===== src/rtl/rr_arbiter_4.sv =====
// Four-requester round-robin arbiter with a per-grant hold limit.
// `rel` is the owner-release input (release is a reserved word).
module rr_arbiter_4 #(
  parameter int unsigned HOLD_MAX = 8
) (
  input  logic       clk,
  input  logic       rst,
  input  logic [3:0] req,
  input  logic       rel,
  output logic [3:0] gnt,
  output logic [1:0] gnt_idx,
  output logic       busy,
  output logic       timeout
);

  typedef enum logic {IDLE = 1'b0, GRANT = 1'b1} state_t;

  state_t     state, state_n;
  logic [1:0] ptr, ptr_n;
  logic [3:0] cnt, cnt_n;
  logic [1:0] idx, idx_n;
  logic       timeout_n;

  logic       at_limit, end_grant;
  logic [1:0] ptr_adv;
  logic [2:0] win_idle, win_hand;

  // Returns {found, index} of the first set request starting at base.
  function automatic logic [2:0] pick(input logic [3:0] r, input logic [1:0] base);
    logic [2:0] res;
    logic [1:0] c;
    res = '0;
    for (int unsigned i = 4; i > 0; i--) begin
      c = base + 2'(i - 1);
      if (r[c]) res = {1'b1, c};
    end
    return res;
  endfunction

  always_comb begin
    at_limit  = (cnt == 4'(HOLD_MAX));
    end_grant = rel | ~req[idx] | at_limit;
    ptr_adv   = idx + 2'd1;
    win_idle  = pick(req, ptr);
    win_hand  = pick(req, ptr_adv);
    timeout_n = (state == GRANT) & at_limit & ~rel & req[idx];

    state_n = state;
    ptr_n   = ptr;
    cnt_n   = cnt;
    idx_n   = idx;

    unique case (state)
      IDLE: begin
        if (win_idle[2]) begin
          state_n = GRANT;
          idx_n   = win_idle[1:0];
          cnt_n   = 4'd1;
        end
      end
      GRANT: begin
        if (!end_grant) begin
          cnt_n = cnt + 4'd1;
        end else begin
          // Outgoing owner drops to last priority; hand over directly if anyone waits.
          ptr_n = ptr_adv;
          if (win_hand[2]) begin
            idx_n = win_hand[1:0];
            cnt_n = 4'd1;
          end else begin
            state_n = IDLE;
            idx_n   = '0;
            cnt_n   = '0;
          end
        end
      end
      default: state_n = IDLE;
    endcase
  end

  always_ff @(posedge clk) begin
    if (rst) begin
      state   <= IDLE;
      ptr     <= '0;
      cnt     <= '0;
      idx     <= '0;
      timeout <= 1'b0;
    end else begin
      state   <= state_n;
      ptr     <= ptr_n;
      cnt     <= cnt_n;
      idx     <= idx_n;
      timeout <= timeout_n;
    end
  end

  assign busy    = (state == GRANT);
  assign gnt_idx = idx;
  assign gnt     = busy ? (4'b0001 << idx) : 4'b0000;

endmodule


===== config.mk =====
export PLATFORM = sky130hd
export DESIGN_NAME = rr_arbiter_4
export DESIGN_NICKNAME = d
export VERILOG_FILES = /design/src/rtl/rr_arbiter_4.sv
export SDC_FILE = /design/constraint.sdc
export NUM_CORES = 1
export LEC_CHECK = 0
export CAP_MARGIN = 20
export CORE_MARGIN = 2
export CORE_UTILIZATION = 45
export CTS_CLUSTER_SIZE = 28
export DETAILED_ROUTE_END_ITERATION = 10
export GPL_TIMING_DRIVEN = 0
export PLACE_DENSITY_LB_ADDON = 0.25
export SLEW_MARGIN = 40
export SYNTH_ARGS = -nofsm -noshare
export SYNTH_HDL_FRONTEND = slang
export SYNTH_SLANG_ARGS = --single-unit

===== constraint.sdc =====
create_clock -name clk -period 3.05 [get_ports clk]
set_input_delay 0.61 -clock clk [delete_from_list [all_inputs] [get_ports clk]]
set_output_delay 0.61 -clock clk [all_outputs]
set_load 0.01 [all_outputs]

==> results.ini, run 1 <==
[status]
status=complete, no violations

[power]
irDropWorstVdd_uv=383
p_per_area_nw_per_um2=415
leakagePower_nw=0.405
p_sw_frac=0.343
power.share.clock=0.195
p_int_uw=277
p_sw_uw=145
pwr-share-seq=0.369
combPwrFrac=0.436

[sta]
setup_violations=0
fin_ws_ns=0.674
tns_ns=0
fin_skew_ns=0.00223
rsz0062_at_grt=no
holdWs_ns=0.511
worst_pin_slew_ns=0.614
period_share=0.779
hold_viol=0
fmax_ghz=0.421
slew-limit-headroom=0.580
drv_slew=0
finalCriticalPeriod_ns=2.38

[synthesis]
ys_warn_count=0
syn_avg_cell_area_um2=8.34
synthCells=101
async_flop_share=0
ys_ff_latch=10
syn-num-nets=114
netlist_area_um2=842
synth_edf_count=0
seq_area_frac_synth=0.238
ys_types=40
synthFlopType=dfxtp_1

[routing]
drtIter0Drc=13
drc=0
via_per_inst=5.67
via_count=799
dr.pass1.iters=4
final_antenna_net_count=0
wl_um=1730
wl_per_cell_um=12.2

[cells_and_area]
fin_cells=141
area_growth_pct=20.7
drive_above_1_share=0.112
n_antenna_cell=0
nNetsFinal=131
final_util=0.582
final_cell_mix=12 x nor2_1, 12 x clkdlybuf4s50_1, 10 x dfxtp_1

[setup_path]
startpoint_type=register
reg2reg_from=gnt_idx[0]$_SDFFE_PP0P_
r2r-end=gnt_idx[0]$_SDFFE_PP0P_
startpoint=gnt_idx[0]$_SDFFE_PP0P_
crit_type=reg -> out
critPathMaxFanout=9
reg2regPathDepth=7
r2r_slack_ns=0.95
cp-end-kind=output pin
worstPathArrival_ns=1.77
worstPathRequired_ns=2.44
crit_end=gnt[2]

[grt]
grt_pass1_wl_um=2890
gr-usage-all-layers=0.182
antenna_found_initial=0
grt_max_degree=11
overflow=0
grt_pass1_vias=693

[floorplanning]
ios=15
start_util=0.482
die_h_um=47.3
die-area_um2=2230
die_w_um=47.3
rows=15
core_area_um2=1750

[placement]
gp_congestion=0.812
dpl_worst_slack_ns=0.531
portBuffers=12
dp_cells=138
hpwl_um=1350

[hold_path]
hold_class=reg -> reg

[clock_network]
clk_pin_slew_worst_paths_ns=0.06
post_cts_resized=0
htreeDepth=1
cts_num_sinks=10
numCtsBuffers=3
cts_setup_buffers=0
insertion_delay_ns=0.25
cts_hold_buf=0
cts_max_path_buffers=2
cts_root_buf=clkbuf_4
cts_tree=yes

[flow_run]
cap_viol_max_count=0

## stage by stage
stage	area (µm²)	power [mW]
2_1_floorplan	842	0.287
3_3_place_gp	993	0.336
3_5_place_dp	993	0.341
4_1_cts	1020	0.426
5_1_grt	1020	0.452
6_report	1020	0.422
## logic make-up after synthesis
kind of cell               count (synthesis)  share of synthesized area
and+or+nand+nor                           41                      0.256
adders and majority gates                  6                     0.0892
muxes                                      6                     0.0936
AOI/OAI and AO/OA                         26                      0.259
buffers and inverters                     12                     0.0654
DFF                                       10                      0.238
## final cells by class
class                   count  area, µm²
well taps                  25       31.3
inverters                   7       26.3
flip-flops and latches     10        200
clock buffers               3       22.5
plain buffers               5       28.8
fillers                   168        729
multi-input cells          79        587
repair buffers             12        120
## sequential cells by signal (all words and copies together) (netlist names)
name,cells
busy,1
cnt,4
gnt_idx,2
ptr,2
timeout,1
## worst min-delay path by stage
stage | startpoint | to | cells past startpoint
global placement | cnt[0]$_SDFFE_PP0P_ | cnt[0]$_SDFFE_PP0P_ | 2
global route | cnt[2]$_SDFFE_PP0P_ | cnt[2]$_SDFFE_PP0P_ | 1
finish | cnt[0]$_SDFFE_PP0P_ | cnt[0]$_SDFFE_PP0P_ | 2
detailed placement | cnt[3]$_SDFFE_PP0P_ | cnt[3]$_SDFFE_PP0P_ | 1
CTS | cnt[0]$_SDFFE_PP0P_ | cnt[0]$_SDFFE_PP0P_ | 2
floorplan | cnt[3]$_SDFFE_PP0P_ | cnt[3]$_SDFFE_PP0P_ | 1
## power groups by stage
stage	Clock [mW]	Sequential [mW]	Combinational (mW)
floorplan	0	0.158	0.128
global placement	0	0.158	0.179
detailed placement	0	0.159	0.183
CTS	0.0869	0.156	0.184
global route	0.0932	0.157	0.202
finish	0.0822	0.156	0.184
## critical path: stages, from the launching register on
cell and delay [ns]:
dfxtp_1 0.40, buf_6 0.17, inv_1 0.12, ha_1 0.22, and2_1 0.14, clkdlybuf4s50_1 0.47
## per-layer routing
layer  wire length, µm  vias to the layer above  part of all wire  GRT usage
li1                  -                      403                 -          -
met1               837                      377              0.48      0.226
met2               807                       17              0.47      0.303
met3                74                        2             0.043     0.0731
met4                 8                        0            0.0046     0.0278
met5                 0                        -                 0          0
## cells in the mapped netlist, types with 2 or more instances
library cell	count	area [µm²]
and2_1	5	31.3
ha_1	6	75.1
nor2_1	12	45.0
dfxtp_1	10	200
mux2i_1	3	30.0
nand2b_1	5	31.3
nand3_1	2	10.0
a311oi_1	2	17.5
nand2_1	6	22.5
inv_1	7	26.3
a21oi_1	5	25.0
or3_1	2	12.5
a211oi_1	2	15.0
nor3_1	2	10.0
buf_2	2	10.0
o311a_1	2	20.0
a221o_1	2	20.0
o21ai_1	2	10.0
nor2b_1	3	18.8
No activity file was read; power rests on OpenSTA's default activity.
==> inputs of run 2 (changes only) <==
==> constraint.sdc (replaced) <==
create_clock -name clk -period 2.2 [get_ports clk]
set_input_delay 0.44 -clock clk [delete_from_list [all_inputs] [get_ports clk]]
set_output_delay 0.44 -clock clk [all_outputs]
set_load 0.01 [all_outputs]
==> run 2 against run 1 <==
Critical path depth is 2 higher. Highest routed layer unchanged. Design area is 2.0% higher. Worst hold slack barely moved. Largest power group unchanged. Setup slack worse by 0.53 ns. Via count decreased by 0.50%. Core utilization rose by 1.1 points. Clock skew barely moved. Cell count up 0.71%. Sequential power grew 39%. Largest cell class unchanged.
==> results.ini, run 2 (synthesized netlist as in run 1, its figures left out) <==
[routing]
via_count=795  ; -0.50%
drc=0  ; unchanged
final_antenna_net_count=0  ; unchanged
dr.pass1.iters=4  ; unchanged
wl_per_cell_um=12.3  ; +0.79%
drtIter0Drc=10  ; -3
wl_um=1750  ; +1.5%
via_per_inst=5.60  ; -1.2%

[sta]
slew-limit-headroom=0.665  ; +0.0856
period_share=0.933
hold_viol=0  ; unchanged
finalCriticalPeriod_ns=2.05
fmax_ghz=0.487
setup_violations=0  ; unchanged
worst_pin_slew_ns=0.501  ; -0.114 ns
fin_skew_ns=0.00234  ; +0.000114 ns
rsz0062_at_grt=no
drv_slew=0  ; unchanged

[clock_network]
insertion_delay_ns=0.25  ; about the same
cts_hold_buf=0  ; unchanged
cts_num_sinks=10  ; unchanged
cts_root_buf=clkbuf_4
cts_max_path_buffers=2  ; unchanged
cts_tree=yes
htreeDepth=1  ; unchanged
clk_pin_slew_worst_paths_ns=0.06  ; about the same
numCtsBuffers=3  ; unchanged

[floorplanning]
die-area_um2=2230  ; unchanged
start_util=0.482  ; unchanged
rows=15  ; unchanged
ios=15  ; unchanged
die_h_um=47.3  ; unchanged
die_w_um=47.3  ; unchanged
core_area_um2=1750  ; unchanged

[placement]
placed_area_um2=993  ; unchanged
gp_congestion=0.812  ; unchanged
portBuffers=12  ; unchanged
hpwl_um=1350  ; unchanged
dp_cells=138  ; unchanged

[grt]
grt_max_degree=11  ; unchanged
overflow=0  ; unchanged
gr-usage-all-layers=0.182  ; unchanged
grt_pass1_wl_um=2890  ; unchanged
grt_pass1_vias=693  ; unchanged
antenna_found_initial=0  ; unchanged

[hold_path]
hold_class=reg -> reg
min_path_cells=2  ; unchanged
hp-start=cnt[0]$_SDFFE_PP0P_
hold_end=cnt[0]$_SDFFE_PP0P_

[setup_path]
r2r_slack_ns=0.15  ; -0.80 ns
r2r-end=gnt_idx[0]$_SDFFE_PP0P_
crit_type=reg -> reg
startpoint_type=register
cp-end-kind=register
reg2reg_from=gnt_idx[0]$_SDFFE_PP0P_
worstPathArrival_ns=2.18  ; +0.41 ns
critPathMaxFanout=9  ; unchanged
reg2regPathDepth=7  ; unchanged
worstPathRequired_ns=2.33  ; -0.11 ns

[flow_run]
cap_viol_max_count=0  ; unchanged

[cells_and_area]
top_register=cnt
nNetsFinal=132  ; +0.76%
nFillCells=169  ; +0.60%
multi_input_area_um2=588  ; +0.21%
final_cell_mix=12 x nor2_1, 10 x clkdlybuf4s50_1, 9 x dfxtp_1
fin_cells=142  ; +0.71%
largest_register_ffs=4  ; unchanged
area_growth_pct=23.0
drive_above_1_share=0.145  ; +0.0332
fin_area_um2=1040  ; +2.0%
n_antenna_cell=0  ; unchanged
final_common_cell=nor2_1
seqCellArea_um2=201  ; +0.62%

[power]
p_per_area_nw_per_um2=574  ; +38%
irDropWorstVdd_uv=533  ; +39%
leakagePower_nw=0.441  ; +8.9%

[status]
status=complete, no violations

==> run 2: per-layer routing <==
metal / vias to the layer above / track usage / wire length (µm)
met5: - / 0 / 0
met4: 0 / 0.0278 / 8
met3: 2 / 0.0731 / 80
met2: 16 / 0.303 / 824
met1: 373 / 0.226 / 840
li1: 404 / - / -
==> run 2: through the flow <==
| step | TNS (ns) | hold slack, ns | power, mW | utilization | setup WS (ns) |
|---|---|---|---|---|---|
| after floorplan | 0 | 0.470 | 0.398 | - | 0.255 |
| after global placement | -0.187 | 0.499 | 0.466 | 0.569 | -0.185 |
| after detailed placement | -0.151 | 0.507 | 0.473 | 0.569 | -0.149 |
| after CTS | 0 | 0.518 | 0.592 | 0.583 | 0.0216 |
| after global routing | 0 | 0.559 | 0.637 | 0.594 | 0.0430 |
| final | 0 | 0.511 | 0.595 | 0.594 | 0.147 |
==> run 2: what timing repair did <==
item,in CTS,in global routing
pin swaps,0,0
setup buffers,0,1
setup endpoints to repair,1,3
hold endpoints to repair,0,0
gates resized for setup,1,6
==> run 2: layout make-up <==
class                   instances  area share
multi-input cells              79       0.568
flip-flops and latches         10       0.194
repair buffers                 13       0.128
well taps                      25      0.0302
plain buffers                   5      0.0290
inverters                       7      0.0290
clock buffers                   3      0.0217
==> run 2: worst max-delay path: stages (launching register included) <==
cell and delay (ns):
dfxtp_2 0.36, buf_6 0.16, clkinvlp_4 0.13, ha_1 0.41, mux4_2 0.26, nand3_1 0.12, a2111oi_2 0.41, a211oi_2 0.08
==> run 2: worst max-delay path by stage <==
stage | startpoint | slack, ns | depth (start not counted) | endpoint
after floorplan | gnt_idx[0]$_SDFFE_PP0P_ | 0.25 | 7 | gnt_idx[0]$_SDFFE_PP0P_
after global placement | req[0] | -0.19 | 7 | gnt_idx[0]$_SDFFE_PP0P_
after detailed placement | req[0] | -0.15 | 7 | gnt_idx[0]$_SDFFE_PP0P_
after CTS | gnt_idx[0]$_SDFFE_PP0P_ | 0.02 | 5 | gnt[2]
after global routing | gnt_idx[0]$_SDFFE_PP0P_ | 0.04 | 8 | gnt_idx[1]$_SDFFE_PP0P_
final | gnt_idx[0]$_SDFFE_PP0P_ | 0.15 | 7 | gnt_idx[0]$_SDFFE_PP0P_
==> run 2: power by group <==
group	switching, mW	leakage (nW)	internal, mW
logic	0.133	0.345	0.130
clock network	0.0522	0.0138	0.0626
registers	0.0192	0.0825	0.198
total	0.204	0.441	0.390
==> RTL edit: new RTL, settings of run 2 <==
Reset style: asynchronous (`rst`), changed in one clocked block.
--- a/src/rtl/rr_arbiter_4.sv
+++ b/src/rtl/rr_arbiter_4.sv
@@ -79,5 +79,5 @@
   end
 
-  always_ff @(posedge clk) begin
+  always_ff @(posedge clk or posedge rst) begin
     if (rst) begin
       state   <= IDLE;
Function: differs if rst is asserted again (counterexample within 4 cycles, from zero or initial values and one cycle with rst high); with rst held inactive, the same outputs for 10 cycles.
==> RTL edit against run 2 <==
  * Core utilization increased by 2.6 points
  * Sequential cell count unchanged
  * Area after synthesis increased by 3.7%
  * Die area increased by 3.4%
  * Global-route usage increased by 1.4 points
  * Setup slack got worse by 0.070 ns
  * Critical path depth increased by 1
  * Wire length increased by 14%
  * Cell area increased by 6.6%
  * Synthesized cell count increased by 0.99%
Power is not compared: it rests on default switching activity, and its combinational part moved more than twofold at a synthesized area within 25%.
==> RTL edit: results <==
group,metric,value,unit
status,outcome,"finished, final reports clean",
finish,nFillCells,157,
clock_tree,h-tree-depth,1,
setup_path,r2r_setup_slack,0.08,ns
timing,finalClockSkew,0.0100,ns
pwr,p_leak,0.000519,uW
yosys,syn_nets,115,
setup_path,reg2reg_from,"gnt_idx[0]$_DFFE_PP0P_",
global_route,grt_antenna_before_repair,0,
yosys,ys_types,40,
global_route,grt_pass1_wl,3150,um
finish,diodes,0,
placement,hpwl,1440,um
finish,drive_gt1_share,15.7,%
min_path,holdCritPathClass,"in -> async",
routing,firstDrtPassIters,4,
placement,portBuffers,13,
yosys,avgSynthCellArea,8.56,um2
global_route,grt_max_degree,11,
yosys,synth_area_leaders,"dfrtp_1 29%, ha_1 8.6%, mux2i_1 4.6%",
finish,largest_reg_flops,4,
routing,drt-total-wl,1990,um
yosys,synthFlopType,"dfrtp_1",
pwr,cell_internal_pwr,768,uW
setup_path,cp-start-kind,"register",
clock_tree,clk_path_buf_depth,2,
yosys,async_flop_share,100,%
yosys,yosys_warnings,0,
timing,fin_setup_tns,0,ns
setup_path,r2r-end,"gnt_idx[0]$_DFFE_PP0P_",
global_route,track_usage,19.6,%
clock_tree,cts-root-buf,"clkbuf_4",
clock_tree,numCtsBuffers,3,
global_route,grt_pass1_vias,779,
placement,place_congestion,0.822,
finish,regMostFlops,"cnt",
placement,placed_area,1040,um2
routing,vias,851,
setup_path,worstPathMaxFanout,10,
setup_path,worstRegToRegCells,8,
routing,drtIter0Drc,11,
yosys,synth-seq-area-share,28.7,%
finish,nets,135,
yosys,synth_commonest_cells,"10 x dfrtp_1, 10 x inv_1, 7 x nand2_1, 6 x a21oi_1, 6 x ha_1",
routing,vias_per_cell,5.83,
clock_tree,clkTransAtPathRegs,0.06,ns
pwr,irDropWorstVdd,0.612,mV
setup_path,cp.arrival,2.30,ns
clock_tree,insertion_delay,0.27,ns
timing,hold_ws,0.445,ns
timing,max_slew_margin,71.7,%
==> RTL edit: changes by cell type in the layout (fill, tap and decap cells not counted), moves of 3 or more <==
| cell | before | now |
|---|---|---|
| a22o_1 | 0 | 3 |
| inv_1 | 6 | 9 |
| dfxtp_1 | 9 | 0 |
| nor4_1 | 1 | 4 |
| dfrtp_1 | 0 | 8 |
| clkbuf_1 | 0 | 3 |
| nor2_1 | 12 | 5 |
==> RTL edit: worst max-delay path: stages, from the launching register on <==
cell,delay (ns)
dfrtp_2,0.39
buf_8,0.14
clkinvlp_4,0.13
ha_4,0.30
inv_1,0.06
a311o_1,0.30
a211o_1,0.29
a31o_1,0.24
a211oi_2,0.19
==> RTL edit: kinds of logic after synthesis <==
logic type / after synthesis / synth area share, %
mux: 5 / 5.87
compound gates: 27 / 24.8
flops: 10 / 28.7
buf+inv: 17 / 8.60
fa+ha+maj: 6 / 8.60
simple gates: 37 / 23.5
==> RTL edit: how the worst max path moves through the flow <==
stage / end / slack, ns / cells after the start
after floorplan: gnt_idx[0]$_DFFE_PP0P_ / 0.08 / 8
after global placement: gnt_idx[0]$_DFFE_PP0P_ / -0.18 / 6
after detailed placement: gnt_idx[0]$_DFFE_PP0P_ / -0.28 / 6
after CTS: gnt[2] / 0.008 / 5
after global routing: gnt_idx[0]$_DFFE_PP0P_ / -0.03 / 8
final: gnt_idx[0]$_DFFE_PP0P_ / 0.08 / 8
==> RTL edit: power groups by stage <==
stage          Combinational [uW]  Sequential, uW  Clock (uW)
2_1_floorplan                 539             322           0
3_3_place_gp                  738             328           0
3_5_place_dp                  761             332           0
4_1_cts                       844             314         134
5_1_grt                       940             331         142
6_report                      856             316         129
==> RTL edit: repair_timing <==
item,CTS,global route
buffers inserted,2,0
setup endpoints to repair,5,5
endpoints found under the hold margin,0,0
gates resized for setup,3,5
pin swaps,0,1
==> RTL edit: final cells by class <==
type	count	area share, %
well taps	25	2.83
clock buffers	4	2.38
inverters	10	3.74
flip-flops and latches	10	22.9
multi-input cells	75	50.7
plain buffers	7	3.85
repair buffers	15	13.6
==> RTL edit: routing by layer <==
metal / vias up / track usage [%] / wire, um
met5: - / 0 / 0
met4: 0 / 10.3 / 36
met3: 7 / 4.53 / 118
met2: 31 / 32.8 / 960
met1: 400 / 23.2 / 876
li1: 413 / - / -
==> RTL edit: metrics by stage <==
stage          setup WS [ns]  util, %
3_5_place_dp          -0.277     58.1
2_1_floorplan         0.0784        -
5_1_grt              -0.0344     62.0
4_1_cts              0.00763     61.4
3_3_place_gp          -0.176     58.1
6_report              0.0770     62.0
